$ cat src/rtl/fetch_unit.sv
// Instruction fetch stage: owns the PC, reads a synchronous instruction memory and drives IF_ID.
// Optional macro FETCH_ALIGN_CHECK_EN: misaligned redirect targets halt fetch and raise fetch_misaligned.

package fetch_unit_pkg;
  typedef struct packed {
    logic [31:0] pc;
    logic [31:0] fetched_inst;
    logic        do_not_execute;
  } if_id_t;

  localparam logic [31:0] NOP_INST = 32'h0000_0013;
endpackage

module fetch_unit #(
  parameter logic [31:0] RESET_PC = 32'h0000_0000
) (
  input  logic                   clk,
  input  logic                   reset_n,
  input  logic                   stall,
  input  logic                   redirect_valid,
  input  logic [31:0]            redirect_pc,
  output logic [31:0]            imem_addr,
  output logic                   imem_rd_en,
  input  logic [31:0]            imem_rdata,
  output fetch_unit_pkg::if_id_t if_id_r,
  output logic                   fetch_misaligned
);
  import fetch_unit_pkg::*;

  logic [31:0] pc_q, pc_d;
  logic        req_valid_q, req_valid_d;
  logic [31:0] req_pc_q, req_pc_d;
  logic        hold_valid_q, hold_valid_d;
  logic [31:0] hold_pc_q, hold_pc_d;
  logic [31:0] hold_inst_q, hold_inst_d;
  if_id_t      if_id_q, if_id_d;

  logic [31:0] target;
  logic        halted;

`ifdef FETCH_ALIGN_CHECK_EN
  logic halted_q, halted_d;
  logic bad_target;

  assign target           = redirect_pc;
  assign bad_target       = (redirect_pc[1:0] != 2'b00);
  assign halted           = halted_q;
  assign fetch_misaligned = halted_q;

  always_ff @(posedge clk or negedge reset_n) begin
    if (!reset_n) begin
      halted_q <= 1'b0;
    end else begin
      halted_q <= halted_d;
    end
  end

  always_comb begin
    halted_d = halted_q;
    if (redirect_valid && bad_target) begin
      halted_d = 1'b1;
    end
  end
`else
  logic unused_low_bits;

  // Low target bits are dropped: without the check every target is word aligned.
  assign target           = {redirect_pc[31:2], 2'b00};
  assign unused_low_bits  = ^redirect_pc[1:0];
  assign halted           = 1'b0;
  assign fetch_misaligned = 1'b0;
`endif

  assign imem_rd_en = !stall && !redirect_valid && !halted;
  assign imem_addr  = pc_q;
  assign if_id_r    = if_id_q;

  always_comb begin
    pc_d         = pc_q;
    req_valid_d  = req_valid_q;
    req_pc_d     = req_pc_q;
    hold_valid_d = hold_valid_q;
    hold_pc_d    = hold_pc_q;
    hold_inst_d  = hold_inst_q;
    if_id_d      = if_id_q;

    if (redirect_valid) begin
      // Once halted the misaligned target stays in the PC.
      if (!halted) begin
        pc_d = target;
      end
      req_valid_d            = 1'b0;
      hold_valid_d           = 1'b0;
      if_id_d.do_not_execute = 1'b1;
    end else begin
      req_valid_d = imem_rd_en;
      if (imem_rd_en) begin
        pc_d     = pc_q + 32'd4;
        req_pc_d = pc_q;
      end

      if (!stall) begin
        hold_valid_d = 1'b0;
        if (hold_valid_q) begin
          if_id_d = '{pc: hold_pc_q, fetched_inst: hold_inst_q, do_not_execute: 1'b0};
        end else if (req_valid_q) begin
          if_id_d = '{pc: req_pc_q, fetched_inst: imem_rdata, do_not_execute: 1'b0};
        end else begin
          if_id_d = '{pc: req_pc_q, fetched_inst: NOP_INST, do_not_execute: 1'b1};
        end
      end else if (req_valid_q) begin
        // Memory data is only valid for one cycle, so park it until the stall clears.
        hold_valid_d = 1'b1;
        hold_pc_d    = req_pc_q;
        hold_inst_d  = imem_rdata;
      end
    end
  end

  always_ff @(posedge clk or negedge reset_n) begin
    if (!reset_n) begin
      pc_q         <= RESET_PC;
      req_valid_q  <= 1'b0;
      req_pc_q     <= 32'h0;
      hold_valid_q <= 1'b0;
      hold_pc_q    <= 32'h0;
      hold_inst_q  <= 32'h0;
      if_id_q      <= '{pc: 32'h0, fetched_inst: NOP_INST, do_not_execute: 1'b1};
    end else begin
      pc_q         <= pc_d;
      req_valid_q  <= req_valid_d;
      req_pc_q     <= req_pc_d;
      hold_valid_q <= hold_valid_d;
      hold_pc_q    <= hold_pc_d;
      hold_inst_q  <= hold_inst_d;
      if_id_q      <= if_id_d;
    end
  end

endmodule

$ cat config.mk
export PLATFORM = sky130hd
export DESIGN_NAME = fetch_unit
export DESIGN_NICKNAME = d
export VERILOG_FILES = /design/src/rtl/fetch_unit.sv
export SDC_FILE = /design/constraint.sdc
export NUM_CORES = 1
export LEC_CHECK = 0
export BUFFER_PORTS_ARGS = -buffer_cell sky130_fd_sc_hd__buf_2
export CAP_MARGIN = 20
export CORE_MARGIN = 5
export CORE_UTILIZATION = 55
export DETAILED_ROUTE_END_ITERATION = 6
export GPL_TIMING_DRIVEN = 0
export PLACE_DENSITY = 0.86
export REMOVE_ABC_BUFFERS = 1
export SLEW_MARGIN = 0
export SYNTH_ARGS = -nofsm -noshare
export SYNTH_HDL_FRONTEND = slang
export SYNTH_SLANG_ARGS = --single-unit
$ cat constraint.sdc
create_clock -name clk -period 2.4 [get_ports clk]
set_clock_uncertainty 0.1 [all_clocks]
set_input_delay 0.24 -clock clk [delete_from_list [all_inputs] [get_ports clk]]
set_output_delay 0.24 -clock clk [all_outputs]
set_load 0.1 [all_outputs]
## After elaboration in Yosys (flattened, before gate mapping)

Cells that the tools add are included.

- Bits in registers: 195

- Add/subtract/negate cells: 1
- Equal/unequal tests: 2
- Multiplexer cells: 10
- Bitwise operators: 2
- Reductions and logical operators: 7

Operators with widths:

| cell | number |
|---|---|
| 65-bit two-way mux | 1 |
| 32-bit two-way mux | 2 |
| 33-bit two-way mux | 1 |
| 32-bit by 3-bit adder with 32-bit output, second input constant | 1 |
| 1-bit two-way mux | 6 |
| 2-bit AND reduction | 2 |
| 3-bit by 1-bit inequality test with 1-bit output, second input constant | 1 |
| 3-bit AND reduction | 1 |
| 1-bit logical NOT | 2 |
| 2-bit by 1-bit inequality test with 1-bit output, second input constant | 1 |
| 1-bit inverter | 2 |
| 2-bit nonzero test | 1 |
| 1-bit logical AND | 1 |

## Longest topological paths before layout

- Depth after elaboration: 4
- Mapped depth: 7
- Gate-level depth less buffers: 5

## Worst setup path before layout

Ideal clock, no wire load.

- Kind: reg2reg
- Start point: register pc_q[13], in the netlist imem_addr[13]
- End point: register pc_q[25], in the netlist imem_addr[25]
- Arrival: 2.631 ns
- Required time: 2.218 ns
- Path slack: -0.413 ns
- Cell stages (with the launch flop): 7
- Buffers on the path: 2
- Period minus slack after synthesis: 2.813 ns
- Cells stage by stage: dfrtp_1 > buf_2 > nand4_1 > or4_1 > buf_2 > or4_1 > a31oi_1

- Longest elaborated chain between the ends: 3

RTL lines:

| element | line | RTL |
|---|---|---|
| start: declaration | 30 | `logic [31:0] pc_q, pc_d;` |
| start signal: assignment | 130 | `pc_q <= pc_d;` |
| 32-bit by 3-bit adder with 32-bit output | 98 | `pc_d = pc_q + 32'd4;` |
| 32-bit two-way mux | 97 | `if (imem_rd_en) begin` |
| 32-bit two-way mux | 87 | `if (redirect_valid) begin` |

Every way passes these cells. The select of a mux whose other input is x is not followed.
A chain may end at the register's enable or synchronous reset.

## Worst setup path after layout

- Start point: input redirect_valid
- End point: output imem_rd_en

- Longest elaborated chain between the ends: 2

RTL lines:

| element | line | RTL |
|---|---|---|
| start: declaration | 20 | `input logic redirect_valid,` |
| 1-bit logical NOT | 74 | `assign imem_rd_en = !stall && !redirect_valid && !halted;` |
| 1-bit logical AND | 74 |  |
| end: declaration | 23 | `output logic imem_rd_en,` |

Every way passes these cells.

==> results by group <==
Setup path
  – Crit path kind: primary input to primary output
  – Startpoint Class: primary input
  – CP endpoint kind: primary output
  – Critical path required time: 2060 ps
  – Max FO, Critical Path: 55
  – Worst path depth: 4
  – Critical path arrival: 1980 ps
  – Worst path bufs/invs: 3
  – Register-to-Register Path Depth: 4
  – Crit-path max cell delay: roughly 570 ps
  – CP max-delay cell: buf_2
  – CP Cell Sequence: buf_2 -> or2_4 -> inv_6 -> clkbuf_4
  – Cell family with most CP delay: buffers and inverters

Power and ir drop
  – Comb pwr share: 0.298
  – Internal: 5.866 mW
  – Switching fraction of total power: 0.3878
  – Total power: 9.583 mW
  – Power density over the cells: around 940 nW/um2
  – VDD IR-drop max: ~610 uV
  – Leakage power: ~4.7 nW
  – Switch Pwr: between 3 and 4 mW
  – Reg power frac: 0.424
  – Clock Power Share: 0.277

Detailed routing
  – Initial drt markers: 436
  – Antenna Violating Nets Remaining: 0
  – Avg WL per Cell: about 18 um
  – DR pass1 iterations: 5
  – Routed wire length: about 21 mm
  – Routed via count: 6,512
  – # DRC: 0
  – Routed vias/inst: 5.712

Clocking
  – H-tree depth: 4
  – Clk_lat worst skew: about 420 ps
  – Clk pin slew, worst setup/hold paths: 60 ps
  – TritonCTS clock tree: yes
  – Clock root cell: clkbuf_16
  – Clk buf depth: 2
  – Cts bufs inserted: 17
  – Clock sinks: 187

STA
  – Unrepaired setup endpoints after global routing: false
  – Worst slew pin tran: about 1000 ps
  – FMAX: 430.6 MHz
  – Period utilisation layout: 0.9677
  – # setup viols final: 0
  – Tmin final: 2322 ps
  – Slew headroom: 0.3358
  – Max-slew violation count: 0
  – Hold Vio Cnt, Final: 0

Synthesis
  – Sequential fraction of the synthesis area: 0.5830
  – Yosys warnings: 0
  – Mapped Cells: 747
  – Post-synth EDFFs: 0
  – Synth Flop Type: dfrtp_1
  – Count of state elements after synthesis: around 190
  – Cell taking the most area after synthesis: dfrtp_1
  – Post-synth top cells: 183 x dfrtp_1, 144 x nand2_1, 73 x nor2_1
  – Synth cell types: 45
  – Synth Cell Area: 8035 um2
  – Area share of the largest cell type after synthesis: 0.5699
  – Syn_area_per_cell: 10.76 um2
  – Ys async rst share: 1.000
  – Top post-synthesis cells by area: dfrtp_1 57%, mux2_2 8.7%, nand2_1 6.7%, mux2i_1 3.9%, nor2_1 3.4%
  – Leading cell type by number of instances after synthesis: dfrtp_1

Die
  – IO Pins: approximately 170
  – Core ar.: 14,420 um2
  – Cell row count: 44
  – DIE AREA: around 17,000 um2
  – Initial Util: 0.5571
  – Die Width: 130.9 um
  – Die height: 130.9 um

Placement
  – Placed inst area: between 8000 and 9000 um2
  – Placed cells: 1,044
  – # port buffers: 159
  – Gpl congestion: 0.7694
  – Detailed Place HPWL: 11.74 mm

Min path
  – Hold Crit Depth: 3
  – Hold crit path type: primary input to register

Finish
  – Antenna diodes: 0
  – Fillcell total: between 1,000 and 1,500
  – Area Overhead vs Synth: 26.69%
  – Layout cells sized above 1: 0.2877
  – Cell Count, Final, Fillers Out: 1,140
  – Final Util: 0.7058
  – Fin nets: 1,012
  – Design Area, Final: roughly 10,000 um2

GRT
  – Tot GR Track Use: 0.2451
  – Largest net degree at the start of global routing: 113
  – First-pass GRT wire length: ~33 mm
  – Initial antenna violation count: 0
  – Grt ovf: 0
  – Vias in the first global route: 6,549

Outcome
  – Status: finished clean

Run
  – Max Cap Viol: 0
cell type report:
cell class | count | area [um2] | area share
multi-input cells | 503 | 3137 | 0.3081
inverters | 8 | 38.79 | 0.003810
repair inverters | 1 | 5.005 | 0.0004916
well taps | 184 | 230.2 | 0.02262
clock buffers | 21 | 470.5 | 0.04621
flip-flops and latches | 187 | 4690 | 0.4607
repair buffers | 225 | 1516 | 0.1490
clock inverters | 11 | 92.59 | 0.009095
state kept, by name (all words and copies together), names as in the netlist:
name          flops
req_pc_q         30
hold_inst_q      32
hold_pc_q        30
if_id_r          63
hold_valid_q      1
imem_addr        30
req_valid_q       1
power by group through the flow:
stage / Clock (mW) / Sequential [mW] / Combinational (mW)
floorplan: 0 / 5.58 / 0.673
global placement: 0 / 4.08 / 2.71
detailed placement: 0 / 4.11 / 2.76
CTS: 2.71 / 4.06 / 2.85
global route: 2.83 / 4.14 / 3.01
finish: 2.66 / 4.07 / 2.86
through the flow:
stage / setup WS [ps] / setup TNS (ps) / hold WS (ps)
2_1_floorplan: -857.5 / -85180 / -155.6
3_3_place_gp: -2951 / -695080 / 345.1
3_5_place_dp: -633.7 / -40220 / 267.5
4_1_cts: 35.81 / 0 / 20.79
5_1_grt: 1.737 / 0 / 31.44
6_report: 77.52 / 0 / 36.20
kinds of logic (layout without fill, tap and decap cells):
family                     count (synthesis)  count (layout)  share of synthesized area
buffers and inverters                     62             266                    0.03270
AOI/OAI and AO/OA                        117             117                    0.09639
adders and majority gates                  1               1                   0.001557
xor gates and xnor gates                  11              11                    0.01199
muxes                                     93              93                     0.1255
other                                      1               5                  0.0004667
DFF                                      187             187                     0.5830
and+or+nand+nor                          275             276                     0.1484
repair_timing:
action                                 in CTS  in global routing
hold buffers                               61                  0
pin swaps                                   1                  1
gates cloned                                2                  0
resized for setup                           5                  2
buffers inserted                            1                  0
setup endpoints to repair                  47                  6
endpoints found under the hold margin     194                  0
path summary, 6_finish.rpt:
check / slack, ps / to / start
worst max-delay path: 80 / imem_rd_en / redirect_valid
worst min-delay path: 40 / imem_addr[27] / redirect_pc[27]
worst max register to register: 100 / imem_addr[25] / imem_addr[13]
worst min register to register: 370 / if_id_r[41] / if_id_r[41]
max in group asynchronous: 950 / if_id_r[0] / reset_n
min in group asynchronous: 340 / if_id_r[19] / reset_n
tightest hold or removal path, delay by kind of cell:
kind,cells,cell delay [ps]
AOI/OAI and AO/OA,1,140
and+or+nand+nor,1,40
buffers and inverters,1,80
placed cells by master, fill, tap and decap left out, types with 6 or more instances in the layout:
master | Yosys | final
xor2_1 | 6 | 6
mux2i_1 | 31 | 31
a31oi_1 | 12 | 12
a221oi_1 | 28 | 28
nor2_1 | 73 | 73
inv_1 | 7 | 6
dfrtp_1 | 183 | 181
clkbuf_16 | 0 | 17
dlygate4sd3_1 | 0 | 61
nand3_1 | 10 | 9
nand4_1 | 9 | 9
mux2_2 | 62 | 62
nand2_1 | 144 | 144
buf_2 | 3 | 157
clkinv_2 | 0 | 6
o31ai_1 | 10 | 10
or4_1 | 13 | 12
o21ai_0 | 52 | 52
per-layer routing:
layer / vias to the layer above / routed length (um) / global-route usage / part of all wire
li1: 3003 / - / - / -
met1: 3147 / 8413 / 0.3171 / 0.41
met2: 293 / 10000 / 0.3972 / 0.49
met3: 69 / 1407 / 0.04919 / 0.068
met4: 0 / 717 / 0.1198 / 0.035
met5: - / 0 / 0 / 0
Note: power is estimated with default switching activity, not from simulation.
